**src/rtl/keypad_pkg.sv**
```systemverilog
// ---------------------------------------------------------------------------
// keypad_pkg
// Shared definitions for the keypad entry controller:
//   - key codes for the non-digit keys (clear, backspace, enter)
//   - FSM state encoding
//   - is_digit() helper used by the entry FSM
// ---------------------------------------------------------------------------
package keypad_pkg;

  localparam logic [3:0] KEY_CLEAR = 4'hA;
  localparam logic [3:0] KEY_BKSP  = 4'hE;
  localparam logic [3:0] KEY_ENTER = 4'hF;

  typedef enum logic [1:0] {
    ST_IDLE   = 2'd0,
    ST_ENTRY  = 2'd1,
    ST_COMMIT = 2'd2
  } state_t;

  function automatic logic is_digit(input logic [3:0] code);
    return (code <= 4'd9);
  endfunction

endpackage

```
**src/rtl/keypad_edge_sync.sv**
```systemverilog
// ---------------------------------------------------------------------------
// keypad_edge_sync
// Two-flop synchroniser plus rising-edge detector for the keypad level.
//   clk    : system clock
//   rst_n  : asynchronous active-low reset
//   level  : asynchronous key-held level from the scanner
//   rise   : one-cycle pulse on a rising edge of the synchronised level
// A rising edge is only reported once the synchronised level has been seen
// low after reset, so a key already held at reset release produces no event.
// ---------------------------------------------------------------------------
module keypad_edge_sync (
  input  logic clk,
  input  logic rst_n,
  input  logic level,
  output logic rise
);

  logic sync_p0, sync_p1, prev_p2;
  // vld_pN marks that sync_pN holds a real sample taken after reset
  logic vld_p0, vld_p1;
  logic armed;

  always_ff @(posedge clk or negedge rst_n) begin
    if (!rst_n) begin
      sync_p0 <= 1'b0;
      sync_p1 <= 1'b0;
      prev_p2 <= 1'b0;
      vld_p0  <= 1'b0;
      vld_p1  <= 1'b0;
      armed   <= 1'b0;
    end else begin
      // stage 0: first metastability flop
      sync_p0 <= level;
      vld_p0  <= 1'b1;
      // stage 1: synchronised level
      sync_p1 <= sync_p0;
      vld_p1  <= vld_p0;
      // stage 2: delayed copy for edge detection
      prev_p2 <= sync_p1;
      if (vld_p1 && !sync_p1)
        armed <= 1'b1;
    end
  end

  assign rise = armed & sync_p1 & ~prev_p2;

endmodule

```
**src/rtl/keypad_entry_ctrl.sv**
```systemverilog
// ---------------------------------------------------------------------------
// keypad_entry_ctrl
// Collects BCD digits from a keypad scanner into an entry buffer and hands
// the committed number to a consumer with a valid/ready handshake.
//   clk         : system clock
//   rst_n       : asynchronous active-low reset
//   key_pressed : scanner level, high while a key is held
//   key_val     : scanner key code (0-9 digit, A clear, E backspace, F enter)
//   num_bcd     : entered number, BCD, least-significant digit in [3:0]
//   digit_cnt   : digits currently held
//   num_valid   : committed number available
//   num_ready   : consumer accepts the number
//   overflow    : one-cycle pulse when a digit is rejected (buffer full)
// Build option: define KEYPAD_TIMEOUT_EN to abandon an entry after
// TIMEOUT_CYCLES idle cycles in ENTRY.
// ---------------------------------------------------------------------------
module keypad_entry_ctrl
  import keypad_pkg::*;
#(
  parameter int DIGITS         = 4,
  parameter int TIMEOUT_CYCLES = 100_000_000
) (
  input  logic                  clk,
  input  logic                  rst_n,
  input  logic                  key_pressed,
  input  logic [3:0]            key_val,
  output logic [4*DIGITS-1:0]   num_bcd,
  output logic [3:0]            digit_cnt,
  output logic                  num_valid,
  input  logic                  num_ready,
  output logic                  overflow
);

  localparam int W = 4 * DIGITS;

  logic            key_evt;
  logic            timeout_hit;
  state_t          state, state_nxt;
  logic [W-1:0]    bcd_nxt;
  logic [3:0]      cnt_nxt;
  logic            ovf_nxt;

  keypad_edge_sync u_sync (
    .clk   (clk),
    .rst_n (rst_n),
    .level (key_pressed),
    .rise  (key_evt)
  );

`ifdef KEYPAD_TIMEOUT_EN
  localparam int TW = (TIMEOUT_CYCLES > 1) ? $clog2(TIMEOUT_CYCLES) : 1;
  logic [TW-1:0] tmo_cnt;

  // Counts idle cycles only while an entry is in progress
  always_ff @(posedge clk or negedge rst_n) begin
    if (!rst_n)
      tmo_cnt <= '0;
    else if (key_evt || state != ST_ENTRY)
      tmo_cnt <= '0;
    else
      tmo_cnt <= tmo_cnt + 1'b1;
  end

  assign timeout_hit = (state == ST_ENTRY) && !key_evt &&
                       (tmo_cnt == TW'(TIMEOUT_CYCLES - 1));
`else
  assign timeout_hit = 1'b0;
`endif

  always_ff @(posedge clk or negedge rst_n) begin
    if (!rst_n) begin
      state     <= ST_IDLE;
      num_bcd   <= '0;
      digit_cnt <= '0;
      num_valid <= 1'b0;
      overflow  <= 1'b0;
    end else begin
      state     <= state_nxt;
      num_bcd   <= bcd_nxt;
      digit_cnt <= cnt_nxt;
      // Registered from the next state so it never follows num_ready
      // combinationally
      num_valid <= (state_nxt == ST_COMMIT);
      overflow  <= ovf_nxt;
    end
  end

  always_comb begin
    state_nxt = state;
    bcd_nxt   = num_bcd;
    cnt_nxt   = digit_cnt;
    ovf_nxt   = 1'b0;
    case (state)
      ST_IDLE: begin
        if (key_evt && is_digit(key_val)) begin
          bcd_nxt   = W'(key_val);
          cnt_nxt   = 4'd1;
          state_nxt = ST_ENTRY;
        end
      end
      ST_ENTRY: begin
        if (timeout_hit) begin
          bcd_nxt   = '0;
          cnt_nxt   = '0;
          state_nxt = ST_IDLE;
        end else if (key_evt) begin
          if (is_digit(key_val)) begin
            if (digit_cnt < 4'(DIGITS)) begin
              bcd_nxt = (num_bcd << 4) | W'(key_val);
              cnt_nxt = digit_cnt + 4'd1;
            end else begin
              ovf_nxt = 1'b1;
            end
          end else begin
            case (key_val)
              KEY_CLEAR: begin
                bcd_nxt   = '0;
                cnt_nxt   = '0;
                state_nxt = ST_IDLE;
              end
              KEY_BKSP: begin
                bcd_nxt = num_bcd >> 4;
                cnt_nxt = digit_cnt - 4'd1;
                if (digit_cnt == 4'd1)
                  state_nxt = ST_IDLE;
              end
              KEY_ENTER: state_nxt = ST_COMMIT;
              default: ;
            endcase
          end
        end
      end
      ST_COMMIT: begin
        // num_valid is high throughout COMMIT, so ready alone completes it
        if (num_ready) begin
          bcd_nxt   = '0;
          cnt_nxt   = '0;
          state_nxt = ST_IDLE;
        end
      end
      default: begin
        bcd_nxt   = '0;
        cnt_nxt   = '0;
        state_nxt = ST_IDLE;
      end
    endcase
  end

endmodule

```
**config.mk**
```make
export PLATFORM = sky130hd
export DESIGN_NAME = keypad_entry_ctrl
export DESIGN_NICKNAME = d
export VERILOG_FILES = /design/src/rtl/keypad_pkg.sv /design/src/rtl/keypad_edge_sync.sv /design/src/rtl/keypad_entry_ctrl.sv
export SDC_FILE = /design/constraint.sdc
export NUM_CORES = 1
export LEC_CHECK = 0
export ABC_AREA = 1
export CAP_MARGIN = 10
export CORE_UTILIZATION = 47
export DETAILED_ROUTE_END_ITERATION = 8
export GPL_TIMING_DRIVEN = 0
export PLACE_DENSITY_LB_ADDON = 0.3
export RECOVER_POWER = 25
export SLEW_MARGIN = 20
export SYNTH_ARGS = -nofsm -noshare
export SYNTH_HDL_FRONTEND = slang
export SYNTH_SLANG_ARGS = --single-unit
```
**constraint.sdc**
```tcl
create_clock -name clk -period 1.4 [get_ports clk]
set_clock_uncertainty 0.2 [all_clocks]
set_input_delay 0.14 -clock clk [delete_from_list [all_inputs] [get_ports clk]]
set_output_delay 0.14 -clock clk [all_outputs]
set_load 0.03 [all_outputs]
```
Word-level counts from Yosys, hierarchy flattened:

Index checks and enable logic that the tools add are counted.

* input bits: 8
* word-level logic and storage cells: 61
* register bits after elaboration: 30

* muxes and demuxes: 25
* $lt $le $gt $ge: 2
* add/sub/neg operators: 2
* bitwise gates (word level): 4
* equal/unequal tests: 12
* reductions and logical operators: 5

Operators by type and width (number)
* $mux 16: 5
* $pmux 16 s3: 1
* $pmux 16 s2: 1
* $mux 4: 5
* $or 16x4->16: 1
* $eq 4x4->1 const B: 3
* $pmux 2 s3: 2
* $pmux 4 s3: 1
* $mux 2: 5
* $pmux 4 s2: 1
* $ne 2x2->1 const B: 3
* $reduce_and 5->1: 1
* $add 4x1->4 const B: 1
* $eq 2x2->1 const B: 2
* $eq 4x1->1 const B: 1
* $le 4x4->1 const B: 1
* $lt 4x3->1 const B: 1
* $mux 1: 4
* $ne 4x3->1 const B: 1
* $sub 4x1->4 const B: 1
* $ne 3x3->1 const B: 1
* $and 1x1->1: 2
* $eq 2x1->1 const B: 1
* $logic_and 1x1->1: 2
* other kinds (3): 3

Logic depth before layout (Yosys ltp):

Gate-level depths: netlist of the first run.

* depth after elaboration: 7
* gate-level depth with buffers: 10
* mapped depth without buffers: 9

Modules after synthesis:

From an unflattened synthesis of the first run, not the netlist that was laid out.

* cells, all modules: 235
* area total of the unflattened synthesis: 1702.9 µm²

Modules (own cells, without submodules)
* keypad_entry_ctrl: times used 1, area each 1524.0 µm², sequential area each 600.6 µm², cells an instance 222
* keypad_edge_sync: times used 1, area each 178.9 µm², sequential area each 150.1 µm², cells an instance 13

Worst setup path after synthesis of the first run:

Ideal clock, no wire load.

* kind: register to register
* start: reg digit_cnt[2]
* end: reg num_bcd[10]
* path buffers: 2
* data arrival time: 1348 ps
* cell stages (with the launch flop): 10
* period minus slack after synthesis: 1666 ps
* setup slack: -266 ps
* setup time: 118 ps
* cell sequence: dfrtp_1 > clkbuf_2 > inv_1 > nand2_1 > nand3_2 > nand2_1 > inv_2 > buf_4 > nand3_1 > nand2_1

* word-level cells in the longest chain between the ends: 3

RTL lines
* from (decl): line keypad_entry_ctrl.sv:28 `output logic [3:0] digit_cnt,`
* from (signal assigned): line keypad_entry_ctrl.sv:80 `digit_cnt <= cnt_nxt;`
* $lt 4x3->1: line keypad_entry_ctrl.sv:108 `if (digit_cnt < 4'(DIGITS)) begin`
* $ne 3x3->1 (no line)
* $reduce_and 5->1 (no line)
* to (signal assigned): line keypad_entry_ctrl.sv:79 `num_bcd <= bcd_nxt;`
* to (decl): line keypad_entry_ctrl.sv:27 `output logic [4*DIGITS-1:0] num_bcd,`

Every way passes these cells.
A chain may end at the register's enable or synchronous reset.

Worst setup path after layout of the first run:

* start: reg state[1]
* end: reg num_bcd[5]

* word-level cells in the longest chain between the ends: 3
* elaborated cells on any way between the ends: 10
* classes of those cells: eq/ne (7); mux (1); reduce/logical (2)

RTL lines
* from (decl): line keypad_entry_ctrl.sv:38 `state_t state, state_nxt;`
* from (signal assigned): line keypad_entry_ctrl.sv:78 `state <= state_nxt;`
* $eq 2x1->1 (tied with other cells): line keypad_entry_ctrl.sv:93 `case (state)`
* $ne 4x3->1 (no line) (tied with other cells)
* $reduce_and 5->1 (no line)

Parallel ways exist; a longest one is shown, timed or not.

==> key figures, run 1 <==
Yosys
  • Count leader, synth: nand2_1
  • Mapped cell area: 1720 sq um
  • Cells after synthesis: 236
  • Average cell area after synthesis: 7.27 sq um
  • Synth top area cells: dfrtp_1, nand2_1, nand3_1, nor2_1, inv_1
  • Post-synth top area share: 0.437
  • FF+latch count, synth: 30
  • Post-synth EDFFs: 0
  • Distinct cells, synth: 21
  • Synth top cells by count: nand2_1, dfrtp_1, nand3_1, nor2_1, inv_1
  • YS warnings: 0
  • Fraction of registers with async set/reset: 1.00
  • Syn_nets: 247
  • Yosys top cell by area: dfrtp_1
  • Sequential area share after synthesis: 0.437
  • Primary FF master, synth: dfrtp_1

Clocking
  • CTS root buf: clkbuf_4
  • Clock Pin Slew Worst Setup and Hold Paths: 100 ps
  • Max Root-Sink Buffers: 2
  • CTS sink count: 30
  • CTS Buf Count: 5
  • TritonCTS clock tree: done
  • Worst-skew pair later-pin latency: 350 ps
  • H-tree depth: 2

Worst setup path
  • Max incr delay on CP: 480 ps
  • CP Launch Type: flop
  • Worst Setup End Kind: flop
  • CP arrival: 1760 ps
  • Critical-path top delay cell: dfrtp_2
  • Setup Crit Path Kind: reg2reg
  • Cell Chain, Critical Path: nor2_4 -> inv_2 -> nor2_4 -> buf_6 -> nand2_1 -> nand2_1 -> nand3_2 -> nand2_1
  • CP dominant cell by count: nand2_1
  • WP data required: 1490 ps
  • CP max FO: 7

Final layout
  • Fin cells: 346
  • Layout cells sized above 1: 0.417
  • Layout area overhead: 46.8%
  • ANT cells: 0
  • Fillcell total: 267
  • # nets final: 311

STA
  • Min Tclk post-route: 1670 ps
  • Fin. Hold Viols: 0
  • Setup ws final: -271 ps
  • Final period util: 1.19
  • Pins Over Slew Limit: 0
  • RSZ-0062 raised after global routing: true
  • Slew margin rel.: 0.497
  • FMAX: 598 MHz
  • Slew @ Worst Pin: 754 ps
  • Endpoints failing setup: 23

Global routing
  • GR Util All Layers: 0.275
  • Antenna violations before repair: 0
  • First-pass GRT wire length: 8270 um
  • GRT overflow: 0
  • Number of global-route vias before repair: 1796
  • Largest net degree at the start of global routing: 31

Routing
  • DRT iter0 DRCs: 114
  • DRC violations left: 0
  • Routed len/inst: 15.0 um
  • Post-route ant nets: 0
  • Final WL: 5210 um
  • Via count: 1850
  • DR pass1 iterations: 4
  • Via/cell ratio: 5.35

Floorplan
  • Initial Util: 0.503
  • Row count: 21
  • Io pins: 30
  • Chip Width: 62.4 um
  • Core footprint: 3420 sq um
  • Die H: 62.4 um
  • Die area: 3900 sq um

Place
  • GPL Wtd Cong: 0.900
  • PortBufs: 29
  • # placed instances: 311
  • Pre-CTS setup slack: -561 ps
  • Post-DP HPWL: 2690 um

Pwr
  • VDD IR max: 1.02 mV
  • Pwr/cell area: 1690 nW/um^2
  • Leak: 0.00136 uW
  • Total power: 4260 uW

Run status
  • Status: finished, violations left
  • Failing checks: negative setup slack

Job
  • MaxCap Viol Count: 0

Worst hold path
  • HP Class: in2reg
==> area by class of cell <==
| type | count | area [sq um] | area share |
|---|---|---|---|
| Buffer | 7 | 88.8 | 0.0353 |
| Inverter | 17 | 68.8 | 0.0273 |
| Multi-Input combinational cell | 182 | 1010 | 0.403 |
| Sequential cell | 30 | 757 | 0.300 |
| Tap cell | 46 | 57.6 | 0.0228 |
| Clock buffer | 7 | 55.1 | 0.0218 |
| Timing Repair Buffer | 57 | 478 | 0.190 |
==> sequential cells by signal, indices dropped and copies added, names as in the netlist <==
signal and cells:
digit_cnt 4, overflow 1, u_sync.vld_p1 1, num_valid 1, num_bcd 16, u_sync.sync_p0 1
u_sync.armed 1, u_sync.vld_p0 1, u_sync.prev_p2 1, state 2, u_sync.sync_p1 1
==> power breakdown <==
part           switching, uW  internal (uW)
registers                229           1060
clock network            300            237
logic                   1410           1020
total                   1930           2320
==> stage by stage <==
step	cell area, sq um	hold WS (ps)	setup TNS [ps]	utilization
after floorplan	1740	-356	-3080	-
after global placement	2090	132	-28600	0.611
after detailed placement	2080	12.8	-11420	0.610
after CTS	2510	39.0	-3010	0.736
after global routing	2520	97.7	-5310	0.738
final	2520	77.1	-4040	0.738
==> cell usage in the layout (no fill, tap or decap), types with 7 or more instances in the layout <==
cell,n
buf_2,18
buf_4,15
buf_6,14
dfrtp_1,25
inv_1,10
nand2_1,90
nand2_2,22
nand3_1,15
nand3_2,14
nor2_1,13
nor2_4,7
==> logic make-up after synthesis <==
logic type               count (synthesis)  synth area share
XOR/XNOR                                 3            0.0153
buffers and inverters                   24            0.0729
AO/OA/AOI/OAI                            8            0.0313
adder cells (fa/ha/maj)                  3            0.0219
AND/OR/NAND/NOR                        167             0.419
flip-flops                              30             0.437
other                                    1           0.00218
==> routing by layer <==
layer	GRT usage	part of all wire	up-vias
met5	0	0	-
met4	0.108	0.029	0
met3	0.0639	0.081	21
met2	0.467	0.50	90
met1	0.335	0.39	880
li1	-	-	859
==> path summary, 6_finish.rpt <==
check                               startpoint        endpoint  slack, ps  cells past startpoint
worst max-delay path                  state[1]      num_bcd[5]       -270                      8
worst min-delay path                key_val[2]      num_bcd[2]         80                      5
worst max register to register        state[1]      num_bcd[5]       -270                      8
worst min register to register  u_sync.sync_p0  u_sync.sync_p1        160                      0
max in group asynchronous                rst_n    digit_cnt[2]        280                      2
min in group asynchronous                rst_n      num_bcd[4]        180                      2
==> critical path: cells and delay by family, from the launching register on <==
kind | cells | cell delay, ps
simple gates | 6 | 710
flops | 1 | 480
buf+inv | 2 | 240
==> repair_timing <==
action,CTS,global route
setup endpoints to repair,45,36
hold buffers,1,0
pin swaps,14,5
endpoints found under the hold margin,30,0
cloned,5,0
resized for setup,141,36
setup buffers,17,5
No activity file was read; power rests on OpenSTA's default activity.
==> inputs of run 2 (changes only) <==
--- a/config.mk
+++ b/config.mk
@@ -7,7 +7,10 @@
 export LEC_CHECK = 0
 export ABC_AREA = 1
 export CAP_MARGIN = 10
-export CORE_UTILIZATION = 47
+export CELL_PAD_IN_SITES_DETAIL_PLACEMENT = 0
+export CELL_PAD_IN_SITES_GLOBAL_PLACEMENT = 1
+export CORE_ASPECT_RATIO = 0.6
+export CORE_UTILIZATION = 34
 export DETAILED_ROUTE_END_ITERATION = 8
 export GPL_TIMING_DRIVEN = 0
 export PLACE_DENSITY_LB_ADDON = 0.3
==> run 2 against run 1 <==
Effect of this change: the run still ends with negative setup slack left; die area increased by 37%; register-to-register slack improved by 70 ps; combinational power about the same; utilization decreased by 17 points; critical path depth increased by 1; final area increased by 6.7%; global-route usage decreased by 5.8 points; final cell count increased by 6.1%; clock-buffer cell count increased by 1; total power increased by 7.6%; largest power group unchanged; highest routed layer unchanged.
==> key figures, run 2 (synthesis results as in run 1) <==
STA
  • Final period util: 1.15
  • Slew margin rel.: 0.528
  • Setup ws final: -205 ps
  • Pins Over Slew Limit: 0
  • FMAX: 623 MHz
  • Slew @ Worst Pin: 708 ps
  • RSZ-0062 raised after global routing: true
  • Endpoints failing setup: 23
  • Fin. Hold Viols: 0
  • Min Tclk post-route: 1600 ps

Pwr
  • Pwr/cell area: 1700 nW/um^2
  • VDD IR max: 1.01 mV
  • Leak: 0.00140 uW
  • Total power: 4580 uW

Final layout
  • ANT cells: 0
  • Commonest non-fill, non-tap cell in the layout: nand2_1
  • Fillcell total: 429
  • Largest registers in the final layout: num_bcd (16), digit_cnt (4), state (2)
  • Fin cells: 367
  • Most frequent cells in the layout: nand2_1, nand2_2, dfrtp_1
  • Max reg flops: 16
  • # nets final: 314
  • Layout area overhead: 56.6%
  • Most flop-heavy register: num_bcd
  • Layout cells sized above 1: 0.421

Worst setup path
  • WP data required: 1430 ps
  • Worst reg2reg setup slack: -200 ps
  • Cell Chain, Critical Path: nor2_4 -> buf_6 -> inv_6 -> nor2_4 -> buf_6 -> nand2_4 -> nand2_2 -> nand3_2 -> nand2_1
  • Reg2reg start: state[1]
  • Critical-path top delay cell: dfrtp_2
  • Setup Crit Path Kind: reg2reg
  • Reg-to-Reg End: num_bcd[5]
  • Max incr delay on CP: 450 ps
  • Reg2Reg Depth: 9
  • CP arrival: 1630 ps
  • CP Launch Type: flop
  • WP buf/inv: 3
  • Largest delay share family, worst path: simple AND/OR/NAND/NOR gates
  • CP max FO: 5
  • Worst Setup End Kind: flop

Floorplan
  • Row count: 19
  • Initial Util: 0.365
  • Die H: 57.0 um
  • Io pins: 30
  • Die area: 5350 sq um
  • Chip Width: 93.7 um
  • Core footprint: 4710 sq um

Routing
  • DR pass1 iterations: 4
  • Final WL: 5500 um
  • Via/cell ratio: 5.01
  • Post-route ant nets: 0
  • Routed len/inst: 15.0 um
  • Via count: 1838
  • DRT iter0 DRCs: 143
  • DRC violations left: 0

Global routing
  • Antenna violations before repair: 0
  • First-pass GRT wire length: 8600 um
  • GR Util All Layers: 0.217
  • Largest net degree at the start of global routing: 31
  • GRT overflow: 0
  • Number of global-route vias before repair: 1685

Clocking
  • Clock Pin Slew Worst Setup and Hold Paths: 70 ps
  • TritonCTS clock tree: done
  • H-tree depth: 2
  • CTS sink count: 30
  • Worst-skew pair later-pin latency: 280 ps
  • Max Root-Sink Buffers: 2
  • CTS root buf: clkbuf_8
  • CTS Buf Count: 5

Worst hold path
  • Hold depth: 3
  • Hold_sp: key_val[0]
  • Hold Path Sink: state[1]
  • HP Class: in2reg

Place
  • PortBufs: 29
  • GPL Wtd Cong: 0.807
  • Post-DP HPWL: 3190 um
  • # placed instances: 328

Job
  • MaxCap Viol Count: 0

Run status
  • Status: finished, violations left
  • Failing checks: negative setup slack
run 2: repair_timing:
action                                  4_1_cts  5_1_grt
pin swaps                                    13       23
endpoints found under the hold margin        30        0
hold buffers                                  1        0
endpoints found under the setup margin       45       33
gates resized for setup                     106       41
cloned                                        3        2
setup buffers                                20        5
run 2: layer usage:
layer,track usage,share of wire,vias up,routed length [um]
met3,0.0480,0.068,7,376
li1,-,-,871,-
met4,0.0527,0.0096,0,53
met1,0.334,0.51,890,2790
met2,0.304,0.42,70,2290
met5,0,0,-,0
run 2: metrics by stage:
step	TNS (ps)	hold WS [ps]	setup slack (ps)	util	area [sq um]
after CTS	-2710	92.4	-156	0.556	2620
after global routing	-5690	141	-289	0.571	2690
final	-3950	109	-205	0.571	2690
after floorplan	-3080	-356	-155	-	1740
after global placement	-31280	133	-744	0.448	2110
after detailed placement	-11950	28.2	-568	0.447	2100
run 2: layout make-up:
cell class                      count  area (sq um)  area share
Sequential cell                    30           758       0.282
Tap cell                           63          78.8      0.0293
Buffer                              7          97.6      0.0363
Multi-Input combinational cell    183          1010       0.378
Timing Repair Buffer               59           552       0.205
Clock buffer                        8           110      0.0410
Inverter                           17          76.3      0.0284
run 2: how the worst max path moves through the flow:
stage	to	start	cells after the start
floorplan	num_bcd[10]	digit_cnt[2]	10
global placement	digit_cnt[0]	rst_n	1
detailed placement	num_bcd[3]	key_val[3]	9
CTS	num_bcd[10]	state[0]	9
global route	digit_cnt[1]	state[0]	10
finish	num_bcd[5]	state[1]	9
run 2: worst register-to-register path: stages (launching register included):
cell	delay, ps
dfrtp_2	450
nor2_4	160
buf_6	140
inv_6	40
nor2_4	170
buf_6	170
nand2_4	60
nand2_2	60
nand3_2	60
nand2_1	50
run 2: where the power goes:
group	switching (uW)	internal, uW	leakage, uW
Sequential	259	1070	0.000381
Combinational	1370	1030	0.000963
Clock	354	497	0.0000575
